$ cat src/rtl/pc_fetch_unit_pkg.sv
// Shared core definitions for the instruction fetch stage: next-PC select
// encodings, bubble instruction and fetch FSM state encoding.
package pc_fetch_unit_pkg;

  typedef enum logic [1:0] {
    PC_SRC_SEQ   = 2'd0,
    PC_SRC_PCREL = 2'd1,
    PC_SRC_REG   = 2'd2,
    PC_SRC_RSVD  = 2'd3
  } pc_src_e;

  typedef enum logic [1:0] {
    ST_BOOT  = 2'd0,
    ST_RUN   = 2'd1,
    ST_FAULT = 2'd2
  } fetch_state_e;

  typedef enum logic [1:0] {
    IFID_HOLD    = 2'd0,
    IFID_BUBBLE  = 2'd1,
    IFID_CAPTURE = 2'd2
  } ifid_op_e;

  // addi x0,x0,0
  localparam logic [31:0] NOP_INSTR_DEF = 32'h0000_0013;
  localparam logic [31:0] PC_STEP       = 32'd4;

  function automatic logic isRedirect(input pc_src_e src);
    return (src == PC_SRC_PCREL) || (src == PC_SRC_REG);
  endfunction

endpackage

$ cat src/rtl/pc_next_sel.sv
// Combinational next-PC selection and redirect alignment check.
module pc_next_sel
  import pc_fetch_unit_pkg::*;
(
  input  logic [31:0] i_pc,
  input  logic [1:0]  i_pc_src,
  input  logic [31:0] i_target_pcrel,
  input  logic [31:0] i_target_reg,
  output logic [31:0] o_pc_plus4,
  output logic [31:0] o_next_pc,
  output logic        o_redirect,
  output logic        o_misalign
);

  logic [31:0] w_plus4;
  logic [31:0] w_target;
  pc_src_e     w_src;

  assign w_src   = pc_src_e'(i_pc_src);
  assign w_plus4 = i_pc + PC_STEP;

  // The reserved encoding falls through to sequential; JALR drops bit 0.
  always_comb begin
    w_target = w_plus4;
    case (w_src)
      PC_SRC_PCREL: w_target = i_target_pcrel;
      PC_SRC_REG:   w_target = {i_target_reg[31:1], 1'b0};
      default:      w_target = w_plus4;
    endcase
  end

  assign o_pc_plus4 = w_plus4;
  assign o_next_pc  = w_target;
  assign o_redirect = isRedirect(w_src);
  assign o_misalign = o_redirect && (w_target[1:0] != 2'b00);

endmodule

$ cat src/rtl/pc_fetch_unit.sv
// Instruction fetch stage: PC register, IF/ID pipeline register and the
// BOOT/RUN/FAULT control FSM.
module pc_fetch_unit
  import pc_fetch_unit_pkg::*;
#(
  parameter logic [31:0] RESET_PC  = 32'h0000_0000,
  parameter logic [31:0] NOP_INSTR = NOP_INSTR_DEF
) (
  input  logic        clk_i,
  input  logic        rst_i,
  input  logic [1:0]  PC_SRC_i,
  input  logic [31:0] TARGET_PCREL_i,
  input  logic [31:0] TARGET_REG_i,
  input  logic        STALL_i,
  output logic [31:0] IMEM_ADDR_o,
  input  logic [31:0] IMEM_RDATA_i,
  output logic [31:0] PC_D_o,
  output logic [31:0] PC_PLUS4_D_o,
  output logic [31:0] INSTR_D_o,
  output logic        VALID_D_o,
  output logic        MISALIGN_o
);

  fetch_state_e r_state;
  fetch_state_e w_nextState;
  logic [31:0]  r_pc;
  logic [31:0]  r_pcD;
  logic [31:0]  r_pcPlus4D;
  logic [31:0]  r_instrD;
  logic         r_validD;
  logic         r_misalign;

  logic [31:0]  w_pcPlus4;
  logic [31:0]  w_nextPc;
  logic         w_redirect;
  logic         w_misalign;
  logic         w_pcLoad;
  logic         w_setMisalign;
  ifid_op_e     w_ifidOp;

  pc_next_sel u_next_sel (
    .i_pc           (r_pc),
    .i_pc_src       (PC_SRC_i),
    .i_target_pcrel (TARGET_PCREL_i),
    .i_target_reg   (TARGET_REG_i),
    .o_pc_plus4     (w_pcPlus4),
    .o_next_pc      (w_nextPc),
    .o_redirect     (w_redirect),
    .o_misalign     (w_misalign)
  );

  always_ff @(posedge clk_i) begin
    if (rst_i) r_state <= ST_BOOT;
    else       r_state <= w_nextState;
  end

  always_comb begin
    w_nextState = r_state;
    case (r_state)
      ST_BOOT:  w_nextState = ST_RUN;
      ST_RUN:   w_nextState = (w_redirect && w_misalign) ? ST_FAULT : ST_RUN;
      ST_FAULT: w_nextState = ST_FAULT;
      default:  w_nextState = ST_BOOT;
    endcase
  end

  // Redirect beats stall; a misaligned redirect freezes the PC but still flushes.
  always_comb begin
    w_pcLoad      = 1'b0;
    w_setMisalign = 1'b0;
    w_ifidOp      = IFID_HOLD;
    case (r_state)
      ST_BOOT: w_ifidOp = IFID_BUBBLE;
      ST_RUN: begin
        if (w_redirect) begin
          w_ifidOp = IFID_BUBBLE;
          if (w_misalign) w_setMisalign = 1'b1;
          else            w_pcLoad      = 1'b1;
        end else if (!STALL_i) begin
          w_pcLoad = 1'b1;
          w_ifidOp = IFID_CAPTURE;
        end
      end
      default: w_ifidOp = IFID_HOLD;
    endcase
  end

  always_ff @(posedge clk_i) begin
    if (rst_i) begin
      r_pc       <= RESET_PC;
      r_pcD      <= RESET_PC;
      r_pcPlus4D <= RESET_PC + PC_STEP;
      r_instrD   <= NOP_INSTR;
      r_validD   <= 1'b0;
      r_misalign <= 1'b0;
    end else begin
      if (w_pcLoad) r_pc <= w_nextPc;
      if (w_setMisalign) r_misalign <= 1'b1;
      case (w_ifidOp)
        IFID_BUBBLE: begin
          r_instrD <= NOP_INSTR;
          r_validD <= 1'b0;
        end
        IFID_CAPTURE: begin
          r_pcD      <= r_pc;
          r_pcPlus4D <= w_pcPlus4;
          r_instrD   <= IMEM_RDATA_i;
          r_validD   <= 1'b1;
        end
        default: ;
      endcase
    end
  end

  assign IMEM_ADDR_o  = r_pc;
  assign PC_D_o       = r_pcD;
  assign PC_PLUS4_D_o = r_pcPlus4D;
  assign INSTR_D_o    = r_instrD;
  assign VALID_D_o    = r_validD;
  assign MISALIGN_o   = r_misalign;

endmodule

$ cat config.mk
export PLATFORM = sky130hd
export DESIGN_NAME = pc_fetch_unit
export DESIGN_NICKNAME = d
export VERILOG_FILES = /design/src/rtl/pc_fetch_unit_pkg.sv /design/src/rtl/pc_next_sel.sv /design/src/rtl/pc_fetch_unit.sv
export SDC_FILE = /design/constraint.sdc
export NUM_CORES = 1
export LEC_CHECK = 0
export ABC_CLOCK_PERIOD_IN_PS = 5800
export BUFFER_PORTS_ARGS = -buffer_cell sky130_fd_sc_hd__buf_2
export CELL_PAD_IN_SITES_DETAIL_PLACEMENT = 0
export CELL_PAD_IN_SITES_GLOBAL_PLACEMENT = 1
export CORE_MARGIN = 3
export CORE_UTILIZATION = 39
export CTS_BUF_LIST = sky130_fd_sc_hd__clkbuf_16
export CTS_CLUSTER_SIZE = 40
export DETAILED_ROUTE_END_ITERATION = 10
export PLACE_DENSITY_LB_ADDON = 0.1
export SLEW_MARGIN = 20
export SYNTH_ARGS = -nofsm -noshare
export SYNTH_HDL_FRONTEND = slang
export SYNTH_HIERARCHICAL = 1
export SYNTH_SLANG_ARGS = --single-unit
$ cat constraint.sdc
create_clock -name clk_i -period 5.8 [get_ports clk_i]
set_input_delay 1.45 -clock clk_i [delete_from_list [all_inputs] [get_ports clk_i]]
set_output_delay 1.45 -clock clk_i [all_outputs]
set_load 0.03 [all_outputs]
==> results.sh <==
export IMPL_status="completed"
export IMPL_postRouteAntennaNets=0
export IMPL_cp_max_fo=52
export IMPL_cts_buffer_depth=2
export IMPL_yosys_area_share_simple_pct=20.84
export IMPL_grt_pass1_wl_um=28830
export IMPL_vdd_drop_max_mv=0.1938
export IMPL_die_area_sq_mm=0.01766
export IMPL_post_cts_setup_buffer_count=0
export IMPL_hold_viol=0
export IMPL_fin_crit_sh_pct=65.42
export IMPL_synth_edf_count=0
export IMPL_antenna_found_initial=1
export IMPL_cp_slowest_stage_delay_ps=770
export IMPL_fin_cells=1101
export IMPL_async_flop_share_pct=0
export IMPL_numCtsBuffers=17
export IMPL_ys_seq_area_share_pct=42.07
export IMPL_rows=45
export IMPL_grt_max_degree=121
export IMPL_post_route_min_period_ps=3794
export IMPL_hold_class="reg2reg"
export IMPL_drive_gt1_share_pct=31.05
export IMPL_synth_top_family_by_area="simple AND/OR/NAND/NOR gates"
export IMPL_setup_viol=0
export IMPL_yosysWarnings=6
export IMPL_p_leak_nw=3.473
export IMPL_rsz0062_at_grt="no"
export IMPL_gp_congestion=0.7774
export IMPL_syn_num_nets=784
export IMPL_wl_per_cell_um=16.55
export IMPL_gr_total_overflow=0
export IMPL_post_place_ws_ps=1547
export IMPL_synth_xor_area_share_pct=1.813
export IMPL_dp_cells=1068
export IMPL_vias=5688
export IMPL_syn_inst=678
export IMPL_worstMarginPinSlew_ps=928.8
export IMPL_clock_sinks=132
export IMPL_layout_commonest_cell="buf_2"
export IMPL_nNetsFinal=982
export IMPL_worst_slack_ps=2006
export IMPL_ys_flop_type="dfxtp_1"
export IMPL_initial_core_util_pct=40.57
export IMPL_fp_dieW_um=132.9
export IMPL_synth_cell_types=45
export IMPL_max_freq_ghz=0.2635
export IMPL_io_pins=231
export IMPL_area_growth_pct=28.33
export IMPL_ys_ff_latch=132
export IMPL_cts_htree_levels=4
export IMPL_critPathCaptureType="flip-flop"
export IMPL_die_y_um=132.9
export IMPL_synthesis_area_sq_mm=0.006281
export IMPL_synth_fa_ha_area_share_pct=0.9960
export IMPL_ctsHoldBuffers=0
export IMPL_core_area_sq_mm=0.01548
export IMPL_dr_pass1_iters=4
export IMPL_grt_pass1_vias=5419
export IMPL_portBuffers=229
export IMPL_clk_pin_slew_ps=60
export IMPL_cp_data_required_time_ps=6070
export IMPL_start_kind="primary input"
export IMPL_insertion_delay_ps=420
export IMPL_synth_mux_area_share_pct=15.30
export IMPL_p_per_area_mw_per_mm2=291.7
export IMPL_place_hpwl_um=12520
export IMPL_route_detailed_drc=0
export IMPL_drt_wl_total_um=18220
export IMPL_cts_root_buffer="clkbuf_16"
export IMPL_drtIter0Drc=318
export IMPL_max_slew_margin_pct=38.08
export IMPL_drv_slew=0
export IMPL_cts_tree="built"
export IMPL_final_setup_tns_ps=0
export IMPL_crit_chain="buf_2 -> inv_1 -> ha_2 -> inv_1 -> buf_4 -> nor3_1 -> ha_4 -> buf_4 -> mux2i_1 -> nor2_1"
export IMPL_cp_slowest_cell="buf_4"
export IMPL_mostFrequentLayoutCells="buf_2 (228), dfxtp_1 (132), nor2_1 (99)"
export IMPL_skew_ps=8.991
export IMPL_track_usage_pct=20.18
export IMPL_post_cts_resized=0
export IMPL_cap_violations=0
export IMPL_worstSetupPathType="in2reg"
export IMPL_worst_ep_arrival_time_ps=4060
export IMPL_synth_area_per_cell_sq_um=9.264
export IMPL_synth_compound_area_share_pct=13.78
export IMPL_via_per_inst=5.166
[synthesized netlist by cell type, types with 4 or more instances]
cell type  number  area share (%)
nor2_1         99             5.9
dfxtp_1       132              42
inv_1           8            0.48
mux2i_1        96              15
a31oi_1        15             1.5
a221o_1        10             1.6
and3_1          4            0.40
nand2b_1       70             7.0
o31ai_1         8            0.96
o21a_1         10             1.2
a22oi_1        31             3.7
a21oi_1         4            0.32
nand3_1        14             1.1
buf_6           5            0.90
or3_1           7            0.70
o21ai_0        11            0.88
buf_4          10             1.2
or4_1           7            0.84
buf_1           5            0.30
a221oi_1       19             2.6
xnor2_1        11             1.5
clkbuf_1       27             1.6
buf_2           9            0.72
nand4_1         8            0.80
ha_1            5             1.0
nand2_1        27             1.6
[critical path: cells and delay by family]
family	cells	cell delay, ps
buffers and inverters	5	1140
and+or+nand+nor	2	460
muxes	1	270
adders and majority gates	2	690
[report_power, final]
| part | internal, W | leakage (nW) | total (W) | switching, W |
|---|---|---|---|---|
| combinational | 0.000124 | 2.13 | 0.000310 | 0.000186 |
| sequential | 0.000930 | 1.07 | 0.000968 | 0.0000378 |
| clock | 0.000669 | 0.278 | 0.00107 | 0.000403 |
[per-layer routing]
metal	wire, um	track usage (%)	vias up
met1	7932	24.20	2692
met4	324	7.275	0
met2	8921	34.96	158
li1	-	-	2816
met5	0	0	-
met3	1042	5.019	22
[sequential cells by signal, summed over array words and instances (netlist names)]
| name | count |
|---|---|
| IMEM_ADDR_o | 32 |
| INSTR_D_o | 32 |
| PC_D_o | 32 |
| PC_PLUS4_D_o | 32 |
| r_state | 2 |
| MISALIGN_o | 1 |
| VALID_D_o | 1 |
[cell families after synthesis]
group,Yosys count
and+or+nand+nor,253
DFF,132
AOI/OAI and AO/OA,115
muxes,96
buffers and inverters,64
xor gates and xnor gates,13
adders and majority gates,5
[final cells by class]
class	instances	area (sq um)
Fill cell	1490	7423
Multi-Input combinational cell	482	3334
Sequential cell	132	2643
Timing Repair Buffer	235	1197
Clock buffer	17	425.4
Tap cell	211	264.0
Clock inverter	15	163.9
Inverter	8	30.03
Antenna cell	1	2.502
[worst paths after layout]
check / depth (start not counted) / slack, ps / to / from
worst max register to register: 7 / 3090 / IMEM_ADDR_o[30] / IMEM_ADDR_o[2]
worst min-delay path: 2 / 460 / MISALIGN_o / MISALIGN_o
worst max-delay path: 10 / 2010 / PC_PLUS4_D_o[1] / PC_SRC_i[0]
worst min register to register: 2 / 460 / MISALIGN_o / MISALIGN_o
[through the flow]
stage / utilization, % / instance area [sq um] / hold slack [ps] / total power [W]
2_1_floorplan: - / 6281 / 441.4 / 0.001191
3_3_place_gp: 48.18 / 7460 / 434.9 / 0.001292
3_5_place_dp: 48.18 / 7460 / 456.3 / 0.001300
4_1_cts: 51.98 / 8049 / 464.0 / 0.002381
5_1_grt: 52.06 / 8060 / 478.9 / 0.002448
6_report: 52.06 / 8060 / 458.6 / 0.002351
(Power assumes the default switching activity.)
